File: src/rtl/io_port_ctrl_if.sv
`default_nettype none
`timescale 1ns/1ps
// ============================================================================
//  Module   : io_port_ctrl_if
//  Purpose  : CPU store snoop bus plus byte-output handshake for io_port_ctrl.
//             Optional status_out signal exists only when STATUS_READ_EN is set.
//  Revision : 1.0  initial release
// ============================================================================
interface io_port_ctrl_if;
    logic       MW;
    logic [7:0] add_out;
    logic [7:0] data_out;
    logic [7:0] OP;
    logic       op_valid;
    logic       op_ready;
    logic       full;
    logic       overflow;
`ifdef STATUS_READ_EN
    logic [15:0] status_out;
`endif

    // CPU and board-level consumer side
    modport master (
        output MW, add_out, data_out, op_ready,
`ifdef STATUS_READ_EN
        input  status_out,
`endif
        input  OP, op_valid, full, overflow
    );

    // Port controller side
    modport slave (
        input  MW, add_out, data_out, op_ready,
`ifdef STATUS_READ_EN
        output status_out,
`endif
        output OP, op_valid, full, overflow
    );
endinterface
`default_nettype wire

File: src/rtl/io_port_ctrl.sv
`default_nettype none
`timescale 1ns/1ps
// ============================================================================
//  Module   : io_port_ctrl
//  Purpose  : Memory-mapped output port; queues CPU stores to PORT_ADDR in a
//             FIFO and presents them one byte at a time on a valid/ready link.
//             Optional feature macro: STATUS_READ_EN (status readout/clear).
//  Revision : 1.0  initial release
// ============================================================================
module io_port_ctrl #(
    parameter logic [7:0] PORT_ADDR   = 8'hFF,
    parameter logic [7:0] STATUS_ADDR = 8'hFE,
    parameter int         DEPTH       = 8,
    parameter int         GAP_CYCLES  = 0
) (
    input  wire logic     clk,
    input  wire logic     rst,
    io_port_ctrl_if.slave bus
);

    localparam int PW = $clog2(DEPTH);
    localparam int CW = PW + 1;

    localparam logic [CW-1:0] c_FULL_CNT  = CW'(DEPTH);
    localparam logic [7:0]    c_GAP_INIT  = 8'((GAP_CYCLES > 0) ? GAP_CYCLES - 1 : 0);
    localparam logic          c_USE_GAP   = (GAP_CYCLES > 0);

    localparam logic [1:0] c_IDLE = 2'd0;
    localparam logic [1:0] c_SHOW = 2'd1;
    localparam logic [1:0] c_GAP  = 2'd2;

    logic [7:0]    r_mem [DEPTH];
    logic [PW-1:0] r_head;
    logic [PW-1:0] r_tail;
    logic [CW-1:0] r_count;
    logic [7:0]    r_op;
    logic          r_valid;
    logic          r_full;
    logic          r_ovf;
    logic [7:0]    r_gap;
    logic [1:0]    r_state;

    logic [1:0]    w_state_nxt;
    logic          w_pop;
    logic          w_valid_nxt;
    logic [7:0]    w_gap_nxt;
    logic          w_push_req;
    logic          w_push;
    logic          w_ovf_set;
    logic          w_ovf_clr;
    logic          w_nonempty;
    logic [CW-1:0] w_count_nxt;

    assign w_nonempty = (r_count != '0);

    // The status address always takes precedence, so it can never be queued
    assign w_push_req = bus.MW && (bus.add_out == PORT_ADDR) && (bus.add_out != STATUS_ADDR);
    assign w_push     = w_push_req && ((r_count != c_FULL_CNT) || w_pop);
    assign w_ovf_set  = w_push_req && (r_count == c_FULL_CNT) && !w_pop;

`ifdef STATUS_READ_EN
    assign w_ovf_clr = bus.MW && (bus.add_out == STATUS_ADDR) && bus.data_out[0];
    assign bus.status_out = {r_ovf, r_full, !w_nonempty, 5'b0, 8'(r_count)};
`else
    assign w_ovf_clr = 1'b0;
`endif

    // ---------------- FSM: state register ----------------
    always_ff @(posedge clk) begin
        if (rst) begin
            r_state <= c_IDLE;
        end else begin
            r_state <= w_state_nxt;
        end
    end

    // ---------------- FSM: next state ----------------
    always_comb begin
        w_state_nxt = r_state;
        case (r_state)
            c_IDLE: if (w_nonempty) w_state_nxt = c_SHOW;
            c_SHOW: begin
                if (bus.op_ready) begin
                    if (c_USE_GAP)       w_state_nxt = c_GAP;
                    else if (!w_nonempty) w_state_nxt = c_IDLE;
                end
            end
            c_GAP:   if (r_gap == 8'd0) w_state_nxt = c_IDLE;
            default: w_state_nxt = c_IDLE;
        endcase
    end

    // ---------------- FSM: outputs ----------------
    always_comb begin
        w_pop       = 1'b0;
        w_valid_nxt = r_valid;
        w_gap_nxt   = r_gap;
        case (r_state)
            c_IDLE: begin
                w_pop       = w_nonempty;
                w_valid_nxt = w_nonempty;
            end
            c_SHOW: begin
                if (bus.op_ready) begin
                    if (c_USE_GAP) begin
                        w_valid_nxt = 1'b0;
                        w_gap_nxt   = c_GAP_INIT;
                    end else if (w_nonempty) begin
                        w_pop = 1'b1;
                    end else begin
                        w_valid_nxt = 1'b0;
                    end
                end
            end
            c_GAP: begin
                w_valid_nxt = 1'b0;
                if (r_gap != 8'd0) w_gap_nxt = r_gap - 8'd1;
            end
            default: w_valid_nxt = 1'b0;
        endcase
    end

    always_comb begin
        w_count_nxt = r_count;
        if (w_push && !w_pop)      w_count_nxt = r_count + 1'b1;
        else if (!w_push && w_pop) w_count_nxt = r_count - 1'b1;
    end

    // Storage has no reset; occupancy is defined solely by the pointers
    always_ff @(posedge clk) begin
        if (w_push && !rst) r_mem[r_tail] <= bus.data_out;
    end

    always_ff @(posedge clk) begin
        if (rst) begin
            r_head  <= '0;
            r_tail  <= '0;
            r_count <= '0;
            r_op    <= 8'h00;
            r_valid <= 1'b0;
            r_full  <= 1'b0;
            r_ovf   <= 1'b0;
            r_gap   <= 8'd0;
        end else begin
            if (w_push) r_tail <= r_tail + 1'b1;
            if (w_pop) begin
                r_op   <= r_mem[r_head];
                r_head <= r_head + 1'b1;
            end
            r_count <= w_count_nxt;
            r_full  <= (w_count_nxt == c_FULL_CNT);
            r_valid <= w_valid_nxt;
            r_gap   <= w_gap_nxt;
            if (w_ovf_clr)      r_ovf <= 1'b0;
            else if (w_ovf_set) r_ovf <= 1'b1;
        end
    end

    assign bus.OP       = r_op;
    assign bus.op_valid = r_valid;
    assign bus.full     = r_full;
    assign bus.overflow = r_ovf;

endmodule
`default_nettype wire
File: src/flat_wrapper.sv
// flat-port wrapper written by rule: the top's interface ports become plain ports
module io_port_ctrl_flat 
#(
    parameter logic [7:0] PORT_ADDR   = 8'hFF,
    parameter logic [7:0] STATUS_ADDR = 8'hFE,
    parameter int         DEPTH       = 8,
    parameter int         GAP_CYCLES  = 0
)
  (clk, rst, bus_MW, bus_add_out, bus_data_out, bus_op_ready, bus_OP, bus_op_valid, bus_full, bus_overflow);
  io_port_ctrl_if bus_i ();
  input  wire logic clk;
  input  wire logic rst;
  input wire logic [$bits(bus_i.MW)-1:0] bus_MW;
  input wire logic [$bits(bus_i.add_out)-1:0] bus_add_out;
  input wire logic [$bits(bus_i.data_out)-1:0] bus_data_out;
  input wire logic [$bits(bus_i.op_ready)-1:0] bus_op_ready;
  output wire logic [$bits(bus_i.OP)-1:0] bus_OP;
  output wire logic [$bits(bus_i.op_valid)-1:0] bus_op_valid;
  output wire logic [$bits(bus_i.full)-1:0] bus_full;
  output wire logic [$bits(bus_i.overflow)-1:0] bus_overflow;
  assign bus_i.MW = bus_MW;
  assign bus_i.add_out = bus_add_out;
  assign bus_i.data_out = bus_data_out;
  assign bus_i.op_ready = bus_op_ready;
  assign bus_OP = bus_i.OP;
  assign bus_op_valid = bus_i.op_valid;
  assign bus_full = bus_i.full;
  assign bus_overflow = bus_i.overflow;
  io_port_ctrl #(.PORT_ADDR(PORT_ADDR), .STATUS_ADDR(STATUS_ADDR), .DEPTH(DEPTH), .GAP_CYCLES(GAP_CYCLES)) u_core (.clk(clk), .rst(rst), .bus(bus_i));
endmodule
File: config.mk
export PLATFORM = sky130hd
export DESIGN_NAME = io_port_ctrl_flat
export DESIGN_NICKNAME = d
export VERILOG_FILES = /design/src/rtl/io_port_ctrl_if.sv /design/src/rtl/io_port_ctrl.sv /design/src/flat_wrapper.sv
export SDC_FILE = /design/constraint.sdc
export NUM_CORES = 1
export LEC_CHECK = 0
export CAP_MARGIN = 30
export CELL_PAD_IN_SITES_DETAIL_PLACEMENT = 1
export CELL_PAD_IN_SITES_GLOBAL_PLACEMENT = 1
export CORE_ASPECT_RATIO = 1.25
export CORE_UTILIZATION = 40
export CTS_BUF_LIST = sky130_fd_sc_hd__clkbuf_2 sky130_fd_sc_hd__clkbuf_4 sky130_fd_sc_hd__clkbuf_8
export DETAILED_ROUTE_END_ITERATION = 10
export PLACE_DENSITY = 0.72
export SYNTH_ARGS = -nofsm -noshare
export SYNTH_HDL_FRONTEND = slang
export SYNTH_SLANG_ARGS = --single-unit
File: constraint.sdc
create_clock -name clk -period 3.3 [get_ports clk]
set_clock_uncertainty 0.05 [all_clocks]
set_input_delay 0.66 -clock clk [delete_from_list [all_inputs] [get_ports clk]]
set_output_delay 0.66 -clock clk [all_outputs]
set_load 0.02 [all_outputs]
==> impl_results.md <==
* Share of cells above drive strength 1 at 0.185
* Ys Warns at 0
* Status: finished clean
* First-pass GRT wire length at 10.7 mm
* Power per standard cell area at approximately 730 nW/um^2
* Cell taking the most area after synthesis: edfxtp_1
* Post-Layout Cell Count at roughly 360
* Vias after detailed routing at roughly 1900
* Clock tree root driver cell: clkbuf_8
* Synthesized net count at about 240
* RSZ-0062 raised after global routing: false
* DR vias/cell at around 5.3
* Setup TNS at 0 ns
* Crit path DAT at 2.35 ns
* N_diodes at 0
* Router iterations before antenna repair at 4
* H-tree depth at 3
* Mapped Cells at roughly 220
* Hold Path Cell Cnt at 2
* Maximum VDD drop at 0.310 mV
* Area Growth Syn to Fin at 19.7%
* Core Area at 8330 sq um
* Worst skew pair latency at between 0.3 and 0.4 ns
* Max FO, Critical Path at 8
* Leak pwr at between 1 and 1.5 nW
* Antenna violations before repair at 0
* Layout fillers at between 800 and 900
* Worst Max-Slew Pin Slew at between 0.8 and 0.9 ns
* Hold EP: u_core.bus.OP[0]$_SDFFE_PP0N_
* Die X at 85.4 um
* Critical path launch point: bus_MW
* R2R setup slack at around 1.1 ns
* Vias in the first global route at ~2000
* Resized cells post-CTS at 0
* Post-Syn Area at 3480 sq um
* Yosys top cell area share at 0.553
* Drt total wl at approximately 6.6 mm
* Post-CTS setup buffers at 0
* Worst hold path startpoint: u_core.bus.OP[0]$_SDFFE_PP0N_
* Syn_area_per_cell at between 15 and 20 sq um
* Die height at approximately 110 um
* Asr flop ratio synth at 0
* TritonCTS clock tree: yes
* DP Cell Count at about 350
* Top post-synthesis cells by area: edfxtp_1 (55%), dfxtp_1 (13%), mux4_2 (10%), nor2_1 (3.2%), mux2i_1 (3.2%)
* Critical setup path kind: input pin to flop
* Sequential area share after synthesis at 0.680
* Initial Util at 0.417
* Initial DRC Count at 149
* R2r startpoint: u_core.r_count[1]$_SDFF_PP0_
* RD Place Congestion at ~0.77
* Slew Limit Fails at 0
* CTS hold repair buffers at 0
* Overall die area at 9070 sq um
* DP HPWL at ~4.4 mm
* CTS clk-pin slew, worst paths at around 0.09 ns
* Most common cell in the netlist: edfxtp_1
* Wire per inst at ~18 um
* Clk sinks at between 80 and 90
* I/O Pins at 31
* CP Capture Type: flop
* Slew HR at 0.401
* Post-route ant nets at 0
* Fin. Hold Viols at 0
* # setup viols final at 0
* MaxCap Viol Count at 0
* IO Port Bufs at 30
* Commonest cells in the netlist: edfxtp_1 (64), nor2_1 (30), dfxtp_1 (22)
* Layout Nets at around 290
* Hold Crit Class: flop to flop
* # DRC at 0
* Fmax at 0.425 GHz
* FP Rows at 37
* Clk buf depth at 2
* Synth Flop Type: edfxtp_1
* Critical R2R Capture: u_core.r_mem[0][5]$_DFFE_PP_
* Req. time, crit path at between 3 and 4 ns
* Synth cell types at 38
* Flops & latches, synth at 86
* Setup crit start kind: input pin
* Cts bufs inserted at 9
* Post-synth EDFFs at 64
* Fin crit share at 0.713
* Total gr overflow at 0
* Worst hold slack at between 0.4 and 0.5 ns
* Largest net degree at the start of global routing at 23
* Worst r2r path cells at 8
* Tmin final at ~2.4 ns
* Total track usage at 0.165
==> registers in the layout, summed over array words and instances, names as in the netlist <==
name                 cells
u_core.bus.op_valid      1
u_core.r_count           4
u_core.bus.overflow      1
u_core.r_mem            64
u_core.bus.full          1
u_core.r_state           1
u_core.r_tail            3
u_core.bus.OP            8
u_core.r_head            3
==> worst max path at each step <==
stage,end,slack (ns)
after floorplan,u_core.r_mem[0][0]$_DFFE_PP_,0.58
after global placement,u_core.r_mem[0][0]$_DFFE_PP_,0.61
after detailed placement,u_core.r_mem[0][1]$_DFFE_PP_,0.58
after CTS,u_core.r_mem[0][4]$_DFFE_PP_,0.95
after global routing,u_core.r_mem[0][5]$_DFFE_PP_,0.85
final,u_core.r_mem[0][5]$_DFFE_PP_,0.95
==> layer usage <==
metal,up-vias,GRT usage,wire length [um],share of wire
met3,9,0.0365,210,0.032
met4,0,0.0702,137,0.021
met1,950,0.205,2910,0.44
met2,40,0.276,3370,0.51
li1,914,-,-,-
met5,-,0,0,0
==> metrics by stage <==
step / setup slack (ns) / area, sq um / total power, mW / utilization
floorplan: 0.585 / 3480 / 2.01 / -
global placement: 0.608 / 3930 / 2.22 / 0.471
detailed placement: 0.576 / 3930 / 2.25 / 0.471
CTS: 0.949 / 4160 / 3.10 / 0.499
global route: 0.846 / 4160 / 3.23 / 0.499
finish: 0.947 / 4160 / 3.06 / 0.499
==> cell usage in the layout, fill, tap and decap left out, drive strengths merged, types with 2 or more instances in the layout <==
cell type	count
nor3	4
mux2i	11
edfxtp	64
ha	6
a211oi	10
mux4	16
nand2b	4
nor2b	3
buf	11
clkbuf	11
inv	6
xor2	4
dfxtp	22
nand3	5
bufinv	2
a21oi	2
o21ai	3
xnor2	3
clkdlybuf4s50	30
and2	2
nor2	30
nand2	7
==> cell type report <==
| type | instances | area (sq um) | share of cell area |
|---|---|---|---|
| clock buffers | 11 | 145 | 0.0349 |
| multi-input cells | 119 | 1050 | 0.252 |
| flip-flops and latches | 86 | 2360 | 0.568 |
| well taps | 97 | 121 | 0.0292 |
| clock inverters | 5 | 86.3 | 0.0208 |
| inverters | 3 | 11.3 | 0.00271 |
| repair buffers | 41 | 383 | 0.0921 |
==> logic make-up (layout without fill, tap and decap cells) <==
kind of cell,count (synthesis),after routing,synth area share
AOI/OAI and AO/OA,19,19,0.0400
xor gates and xnor gates,7,7,0.0176
adders and majority gates,6,6,0.0216
buffers and inverters,13,60,0.0184
DFF,86,86,0.680
muxes,27,27,0.135
and+or+nand+nor,60,60,0.0875
==> power breakdown <==
group | switching (mW) | internal [mW]
clock | 0.379 | 0.464
combinational | 0.421 | 0.446
sequential | 0.103 | 1.24
==> critical path: stages <==
cell and delay (ns):
clkdlybuf4s50_1 0.46, nand4_1 0.15, nor3_4 0.23, nand2_2 0.11, or3_1 0.38, nor3_1 0.15, buf_4 0.21
Note: power is estimated with default switching activity, not from simulation.
